<file path="src/rtl/instr_mem_loader_if.sv">
// Byte-stream and instruction-memory write bus of the program loader.
// master: byte source / memory side; slave: the loader itself.
interface instr_mem_loader_if;
    logic [7:0]  byte_i;
    logic        byte_valid_i;
    logic        byte_ready_o;
    logic        im_we_o;
    logic [31:0] im_addr_o;
    logic [31:0] im_data_o;

    modport master (
        output byte_i,
        output byte_valid_i,
        input  byte_ready_o,
        input  im_we_o,
        input  im_addr_o,
        input  im_data_o
    );

    modport slave (
        input  byte_i,
        input  byte_valid_i,
        output byte_ready_o,
        output im_we_o,
        output im_addr_o,
        output im_data_o
    );
endinterface

</file>
<file path="src/rtl/instr_mem_loader.sv">
// Run-time program loader: packs a big-endian byte stream into 32-bit
// words, writes them to instruction memory and holds the CPU in reset
// until the whole program is in place.
// Ports: clk_i/rst_i (sync, active-low), start_i/word_count_i to begin a
// load, bus (byte stream in, memory write out), cpu_rst_o (active-low CPU
// reset), busy_o/done_o/err_o status, chk_o byte checksum of last load.
module instr_mem_loader #(
    parameter int WORDS = 32,
    parameter int AW    = 5
) (
    input  logic                clk_i,
    input  logic                rst_i,
    input  logic                start_i,
    input  logic [AW:0]         word_count_i,
    instr_mem_loader_if.slave   bus,
    output logic                cpu_rst_o,
    output logic                busy_o,
    output logic                done_o,
    output logic                err_o,
    output logic [7:0]          chk_o
);

    typedef enum logic [1:0] {
        IDLE,
        LOAD,
        WRITE,
        DONE
    } state_t;

    localparam logic [AW:0] MAX_CNT = (AW+1)'(WORDS);
    localparam logic [AW:0] ONE     = (AW+1)'(1);

    state_t        state_q,    state_d;
    logic [AW:0]   cnt_q,      cnt_d;
    logic [AW-1:0] word_idx_q, word_idx_d;
    logic [1:0]    byte_cnt_q, byte_cnt_d;
    // Only the first three bytes need storing; the fourth goes
    // straight into the write data.
    logic [23:0]   word_q,     word_d;
    logic [7:0]    chk_q,      chk_d;
    logic          ready_q,    ready_d;
    logic          we_q,       we_d;
    logic [31:0]   addr_q,     addr_d;
    logic [31:0]   data_q,     data_d;
    logic          cpu_rst_q,  cpu_rst_d;
    logic          busy_q,     busy_d;
    logic          done_q,     done_d;
    logic          err_q,      err_d;

    logic          xfer;
    logic          legal;
    logic          last;

    assign xfer  = (state_q == LOAD) && bus.byte_valid_i && ready_q;
    assign legal = (word_count_i != '0) && (word_count_i <= MAX_CNT);
    // Compared at full width so a WORDS-long load never relies on wrap.
    assign last  = ({1'b0, word_idx_q} == (cnt_q - ONE));

    always_comb begin
        state_d    = state_q;
        cnt_d      = cnt_q;
        word_idx_d = word_idx_q;
        byte_cnt_d = byte_cnt_q;
        word_d     = word_q;
        chk_d      = chk_q;
        ready_d    = ready_q;
        we_d       = 1'b0;
        addr_d     = addr_q;
        data_d     = data_q;
        cpu_rst_d  = cpu_rst_q;
        busy_d     = busy_q;
        done_d     = done_q;
        err_d      = 1'b0;

        unique case (state_q)
            IDLE, DONE: begin
                if (start_i) begin
                    if (legal) begin
                        cnt_d      = word_count_i;
                        word_idx_d = '0;
                        byte_cnt_d = '0;
                        word_d     = '0;
                        chk_d      = '0;
                        cpu_rst_d  = 1'b0;
                        done_d     = 1'b0;
                        busy_d     = 1'b1;
                        ready_d    = 1'b1;
                        state_d    = LOAD;
                    end else begin
                        err_d = 1'b1;
                    end
                end
            end
            LOAD: begin
                if (xfer) begin
                    word_d     = {word_q[15:0], bus.byte_i};
                    chk_d      = chk_q + bus.byte_i;
                    byte_cnt_d = byte_cnt_q + 2'd1;
                    if (byte_cnt_q == 2'd3) begin
                        // Registered write strobe lines up with WRITE.
                        we_d    = 1'b1;
                        addr_d  = 32'({word_idx_q, 2'b00});
                        data_d  = {word_q, bus.byte_i};
                        ready_d = 1'b0;
                        state_d = WRITE;
                    end
                end
            end
            WRITE: begin
                if (last) begin
                    busy_d    = 1'b0;
                    cpu_rst_d = 1'b1;
                    done_d    = 1'b1;
                    state_d   = DONE;
                end else begin
                    word_idx_d = word_idx_q + AW'(1);
                    byte_cnt_d = '0;
                    ready_d    = 1'b1;
                    state_d    = LOAD;
                end
            end
            default: begin
                state_d = IDLE;
            end
        endcase
    end

    always_ff @(posedge clk_i) begin
        if (!rst_i) begin
            state_q    <= IDLE;
            cnt_q      <= '0;
            word_idx_q <= '0;
            byte_cnt_q <= '0;
            word_q     <= '0;
            chk_q      <= '0;
            ready_q    <= 1'b0;
            we_q       <= 1'b0;
            addr_q     <= '0;
            data_q     <= '0;
            cpu_rst_q  <= 1'b0;
            busy_q     <= 1'b0;
            done_q     <= 1'b0;
            err_q      <= 1'b0;
        end else begin
            state_q    <= state_d;
            cnt_q      <= cnt_d;
            word_idx_q <= word_idx_d;
            byte_cnt_q <= byte_cnt_d;
            word_q     <= word_d;
            chk_q      <= chk_d;
            ready_q    <= ready_d;
            we_q       <= we_d;
            addr_q     <= addr_d;
            data_q     <= data_d;
            cpu_rst_q  <= cpu_rst_d;
            busy_q     <= busy_d;
            done_q     <= done_d;
            err_q      <= err_d;
        end
    end

    assign bus.byte_ready_o = ready_q;
    assign bus.im_we_o      = we_q;
    assign bus.im_addr_o    = addr_q;
    assign bus.im_data_o    = data_q;
    assign cpu_rst_o        = cpu_rst_q;
    assign busy_o           = busy_q;
    assign done_o           = done_q;
    assign err_o            = err_q;
    assign chk_o            = chk_q;

endmodule

</file>
<file path="src/flat_wrapper.sv">
// flat-port wrapper written by rule: the top's interface ports become plain ports
module instr_mem_loader_flat 
#(
    parameter int WORDS = 32,
    parameter int AW    = 5
)
  (clk_i, rst_i, start_i, word_count_i, cpu_rst_o, busy_o, done_o, err_o, chk_o, bus_byte_i, bus_byte_valid_i, bus_byte_ready_o, bus_im_we_o, bus_im_addr_o, bus_im_data_o);
  instr_mem_loader_if bus_i ();
  input  logic clk_i;
  input  logic rst_i;
  input  logic start_i;
  input  logic [AW:0] word_count_i;
  output logic cpu_rst_o;
  output logic busy_o;
  output logic done_o;
  output logic err_o;
  output logic [7:0] chk_o;
  input wire logic [$bits(bus_i.byte_i)-1:0] bus_byte_i;
  input wire logic [$bits(bus_i.byte_valid_i)-1:0] bus_byte_valid_i;
  output wire logic [$bits(bus_i.byte_ready_o)-1:0] bus_byte_ready_o;
  output wire logic [$bits(bus_i.im_we_o)-1:0] bus_im_we_o;
  output wire logic [$bits(bus_i.im_addr_o)-1:0] bus_im_addr_o;
  output wire logic [$bits(bus_i.im_data_o)-1:0] bus_im_data_o;
  assign bus_i.byte_i = bus_byte_i;
  assign bus_i.byte_valid_i = bus_byte_valid_i;
  assign bus_byte_ready_o = bus_i.byte_ready_o;
  assign bus_im_we_o = bus_i.im_we_o;
  assign bus_im_addr_o = bus_i.im_addr_o;
  assign bus_im_data_o = bus_i.im_data_o;
  instr_mem_loader #(.WORDS(WORDS), .AW(AW)) u_core (.clk_i(clk_i), .rst_i(rst_i), .start_i(start_i), .word_count_i(word_count_i), .bus(bus_i), .cpu_rst_o(cpu_rst_o), .busy_o(busy_o), .done_o(done_o), .err_o(err_o), .chk_o(chk_o));
endmodule
</file>
<file path="config.mk">
export PLATFORM = sky130hd
export DESIGN_NAME = instr_mem_loader_flat
export DESIGN_NICKNAME = d
export VERILOG_FILES = /design/src/rtl/instr_mem_loader_if.sv /design/src/rtl/instr_mem_loader.sv /design/src/flat_wrapper.sv
export SDC_FILE = /design/constraint.sdc
export NUM_CORES = 1
export LEC_CHECK = 0
export CAP_MARGIN = 20
export CORE_MARGIN = 8
export CORE_UTILIZATION = 53
export CTS_CLUSTER_SIZE = 40
export DETAILED_ROUTE_END_ITERATION = 8
export PLACE_DENSITY_LB_ADDON = 0.12
export SYNTH_ARGS = -nofsm -noshare
export SYNTH_HDL_FRONTEND = slang
export SYNTH_SLANG_ARGS = --single-unit
</file>
<file path="constraint.sdc">
create_clock -name clk_i -period 5 [get_ports clk_i]
set_input_delay 1.5 -clock clk_i [delete_from_list [all_inputs] [get_ports clk_i]]
set_output_delay 1.5 -clock clk_i [all_outputs]
set_load 0.01 [all_outputs]
</file>
Yosys cells after proc, flatten, opt, wreduce, memory -nomap -nowiden
Index checks and enable logic that the tools add are counted.
{"block": "totals", "register_bits": 89, "latchBits": 0, "mem_bits_rw": 0, "rom_bits": 0, "out_inout_bits": 78, "n_memories": 0}
{"block": "classes", "n_addsub": 4, "multipliers": 0, "div_mod_pow": 0, "order_cmp": 1, "eq_ne": 11, "shifts": 0, "mux": 37, "bitwise": 0, "reduce_logical": 18}
{"cell": "24-bit two-way mux", "n": 3}
{"cell": "24-bit one-hot mux with 2 select lines", "n": 1}
{"cell": "8-bit two-way mux", "n": 3}
{"cell": "4-bit AND reduction", "n": 5}
{"cell": "2-bit two-way mux", "n": 9}
{"cell": "8-bit one-hot mux with 2 select lines", "n": 1}
{"cell": "5-bit two-way mux", "n": 3}
{"cell": "2-bit one-hot mux with 3 select lines", "n": 2}
{"cell": "3-bit AND reduction", "n": 4}
{"cell": "1-bit two-way mux", "n": 11}
{"cell": "5-bit one-hot mux with 2 select lines", "n": 1}
{"cell": "8-bit adder", "n": 1}
{"cell": "2-bit == test (second input constant)", "n": 3}
{"cell": "5-bit by 6-bit == test with 1-bit output", "n": 1}
{"cell": "6-bit <= comparator (second input constant)", "n": 1}
{"cell": "2-bit by 1-bit inequality test with 1-bit output (second input constant)", "n": 3}
{"cell": "2-bit inequality test (second input constant)", "n": 3}
{"cell": "6-bit nonzero test", "n": 1}
{"cell": "6-bit by 1-bit subtractor with 6-bit output (second input constant)", "n": 1}
{"cell": "5-bit by 1-bit adder with 5-bit output (second input constant)", "n": 1}
{"cell": "5-bit AND reduction", "n": 1}
{"cell": "1-bit one-hot mux with 2 select lines", "n": 2}
{"cell": "2-bit nonzero test", "n": 2}
{"cell": "1-bit logical AND", "n": 3}
{"cell": "5 further kinds", "n": 5}

Longest topological paths before layout
{"block": "depth", "depth_word": 5, "mapped_depth": 10, "ltp_nobuf": 8}

Worst setup path before layout
OpenSTA, ideal clock, no wires.
{"block": "synth_timing", "path_kind": "input to register", "from": "in word_count_i[0]", "to": "reg u_core.word_q[11]", "setup_ps": 128, "arrival_time_ps": 3337, "path_slack_ps": 1536, "stages": 8, "path_cell_list": "or4_4 -> or3_4 -> and3_4 -> or2_1 -> buf_6 -> buf_6 -> a22oi_1 -> nor2_1"}
{"block": "synth_between", "elab_chain_cells": 4}
{"item": "start: declaration", "line_no": "flat_wrapper.sv:12", "text": "input logic [AW:0] word_count_i;"}
{"item": "6-bit <= comparator / 6-bit nonzero test (equally long branches)", "line_no": "instr_mem_loader.sv:55", "text": "assign legal = (word_count_i != '0) && (word_count_i <= MAX_CNT);"}
{"item": "1-bit logical AND (*)", "line_no": "instr_mem_loader.sv:55"}
{"item": "2-bit by 1-bit inequality test with 1-bit output (no source line) (*)"}
{"item": "4-bit AND reduction (no source line) (*)"}
{"item": "end signal: assignment", "line_no": "instr_mem_loader.sv:149", "text": "word_q <= word_d;"}
{"item": "end: declaration", "line_no": "instr_mem_loader.sv:39", "text": "logic [23:0] word_q, word_d;"}
Mark *: on every way between the ends. The rest lies on a longest branch, timed or not.
A chain may end at the register's enable or synchronous reset.

Worst setup path in the final report
{"block": "layout_timing", "from": "in word_count_i[0]", "to": "reg u_core.word_q[2]"}
Same word-level chain as after synthesis.

==> impl_metrics.json <==
{
  "grt_pass1_wl_um": 14900,
  "postRouteAntennaNets": 0,
  "clk_transition_reported_paths_ps": 90,
  "finish.utilization_pct": 66.2,
  "drc": 0,
  "synth_cell_types": 51,
  "synth-seq-cells": 89,
  "clock_sink_count": 89,
  "synth_area_leaders": "dfxtp_1 (44%), nand2_1 (8.5%), a21oi_1 (6.3%)",
  "cts.path.max_buffers": 2,
  "fin_crit_ps": 3840,
  "io_pins": 96,
  "end_kind": "flip-flop",
  "synth-seq-area-share_pct": 44.3,
  "gr-usage-met2_pct": 27.6,
  "async_flop_share_pct": 0,
  "path_depth": 7,
  "hold_viol": 0,
  "area_growth_pct": 20.0,
  "power_density_nw_per_um2": 321,
  "via_per_inst": 5.24,
  "drive_gt1_share_pct": 7.01,
  "outcome": "finished clean",
  "worstPathRequired_ps": 5280,
  "synth_edf_count": 0,
  "drtIter0Drc": 168,
  "crit_path_max_incr_delay_ps": 730,
  "cp_top_family": "simple AND/OR/NAND/NOR gates",
  "startpoint": "word_count_i[0]",
  "cap_violations": 0,
  "p_leak_nw": 1.71,
  "wl_per_cell_um": 14.5,
  "critPathBufInv": 2,
  "postCtsSetupBuffers": 0,
  "rr_startpoint": "u_core.cnt_q[0]",
  "ys_top_cells_by_count": "nand2_1 (91), dfxtp_1 (89), a21oi_1 (51), nor2_1 (44), buf_4 (29)",
  "netlist_area_um2": 4020,
  "worst_path_max_delay_cell": "a311oi_4",
  "grt_use_met1_pct": 22.8,
  "grt-ovfl-total": 0,
  "final_nets": 556,
  "tightest_slew_ps": 789,
  "path_cells": "clkdlybuf4s50_1, or4_4, or3_4, a311oi_4, buf_4, a22oi_1, nor2_1",
  "initial_utilization_pct": 55.1,
  "synthFlopType": "dfxtp_1",
  "setup_viol": 0,
  "yosysMostFrequentCell": "nand2_1",
  "worstPathMaxFanout": 14,
  "hold_path_depth": 2,
  "portBuffers": 68,
  "htreeDepth": 3,
  "synthAdderAreaFrac_pct": 4.54,
  "setup_tns_ps": 0,
  "core-area_um2": 7290,
  "rows": 31,
  "grt_util_met3_pct": 4.19,
  "vdd_drop_max_v": 0.000197,
  "cts_tree": "built",
  "synth_top_family_by_area": "compound AO/OA/AOI/OAI gates",
  "grt_use_total_pct": 17.6,
  "arrival_ps": 4120,
  "synth-xor-area-share_pct": 2.40,
  "yosys_warnings": 0,
  "clkLatencyLatePin_ps": 350,
  "grt_max_degree": 74,
  "maxSlewViolCount": 0,
  "n_antenna_cell": 0,
  "max_slew_margin_pct": 47.0,
  "antenna_found_initial": 0,
  "post-route-period-util_pct": 76.7,
  "dieArea_um2": 10600,
  "crit_type": "input port to flip-flop",
  "avgSynthCellArea_um2": 8.61,
  "cts_buffers": 9,
  "synthMuxAreaShare_pct": 1.74,
  "dp_hpwl_um": 6560,
  "crit_path_start_kind": "input port",
  "fmax_ghz": 0.261,
  "synth_top_area_cell": "dfxtp_1",
  "gp_congestion": 0.794,
  "netlist_instances": 467,
  "grt-busiest-layer": "met2",
  "cts-resized-gates": 0,
  "die_x_um": 103,
  "yosysTopAreaCellShare_pct": 44.3,
  "drt-total-wl_um": 9120,
  "worstRegToRegCells": 8,
  "first_pass_iters": 4,
  "synth-compound-area-share_pct": 18.9,
  "ctsHoldBuffers": 0,
  "rr_endpoint": "u_core.bus.byte_ready_o",
  "cts-root-buf": "clkbuf_8",
  "grt_pass1_vias": 3101,
  "die_h_um": 103,
  "vias": 3288,
  "crit_end": "u_core.word_q[2]",
  "rsz0062_at_grt": "no",
  "fin_skew_ps": 10.1,
  "min-delay-path-class": "flip-flop to flip-flop",
  "ff2ff_setup_slack_ps": 2400,
  "nFillCells": 651,
  "synth_simple_gate_area_share_pct": 18.4
}
[placed cells by master (no fill, tap or decap), types with 2 or more instances in the layout]
master            n
a211oi_1          2
a21oi_1          51
a22oi_1          24
a22oi_2           6
a31oi_1           2
buf_4             5
clkbuf_8          9
clkdlybuf4s50_1  68
clkinvlp_4        2
conb_1           27
dfxtp_1          89
ha_1             13
inv_1            10
inv_6             2
mux2i_1           7
nand2_1          91
nand3_1           6
nand3b_1          3
nor2_1           44
nor2b_1           7
nor3_1            5
o21ai_0           7
o22ai_1           3
o41ai_1           2
or3_1             4
or4_1             2
xnor2_1           8
xor2_1            3
[worst min path at each step]
stage | startpoint | to | slack [ps]
after detailed placement | u_core.bus.im_data_o[26] | u_core.bus.im_data_o[26] | 450
after global placement | u_core.word_q[20] | u_core.bus.im_data_o[28] | 440
after CTS | u_core.bus.im_data_o[26] | u_core.bus.im_data_o[26] | 460
final | u_core.bus.im_data_o[24] | u_core.bus.im_data_o[24] | 460
after floorplan | u_core.word_q[16] | u_core.bus.im_data_o[24] | 430
after global routing | u_core.bus.im_data_o[15] | u_core.bus.im_data_o[15] | 480
[flip-flops by register name, indices dropped and copies added, names as in the netlist]
name,flops
u_core.bus.byte_ready_o,1
u_core.bus.im_addr_o,5
u_core.bus.im_data_o,32
u_core.bus.im_we_o,1
u_core.busy_o,1
u_core.byte_cnt_q,2
u_core.chk_o,8
u_core.cnt_q,6
u_core.cpu_rst_o,1
u_core.err_o,1
u_core.state_q,2
u_core.word_idx_q,5
u_core.word_q,24
[final cells by class]
type | count | area [µm²] | area share [%]
multi-input combinational | 339 | 1950 | 40.4
tap | 99 | 124 | 2.57
clock buffer | 9 | 124 | 2.57
sequential | 89 | 1780 | 36.9
clock inverter | 6 | 67.6 | 1.40
inverter | 11 | 41.3 | 0.856
timing repair buffer | 74 | 738 | 15.3
[power breakdown]
group / internal (mW) / switching, mW
Sequential: 0.731 / 0.0206
Combinational: 0.117 / 0.197
Clock: 0.231 / 0.253
[kinds of logic after synthesis]
logic type / after synthesis
multiplexers: 7
flip-flops: 89
XOR/XNOR: 11
other: 1
AND/OR/NAND/NOR: 170
adder cells (fa/ha/maj): 14
buffers and inverters: 65
AO/OA/AOI/OAI: 110
[stage by stage]
stage                     cell area [µm²]  std cells  hold slack (ps)  total power, mW  worst slack (ps)
final                                4830        627              456             1.55              1160
after global routing                 4830        627              478             1.62              1010
after CTS                            4830        627              458             1.56              1170
after detailed placement             4630        612              446             1.08               836
after global placement               4630        612              439             1.07               884
after floorplan                      4120        493              432             1.04              1540
[tightest hold or removal path: stages, from the launching register on]
cell	delay (ps)
dfxtp_1	320
nand2_1	50
a21oi_1	50
[metal layers]
layer	wire (µm)	part of all wire (%)
met3	621	6.8
met1	4100	45
met2	4270	47
met4	133	1.5
met5	0	0
(Power assumes the default switching activity.)
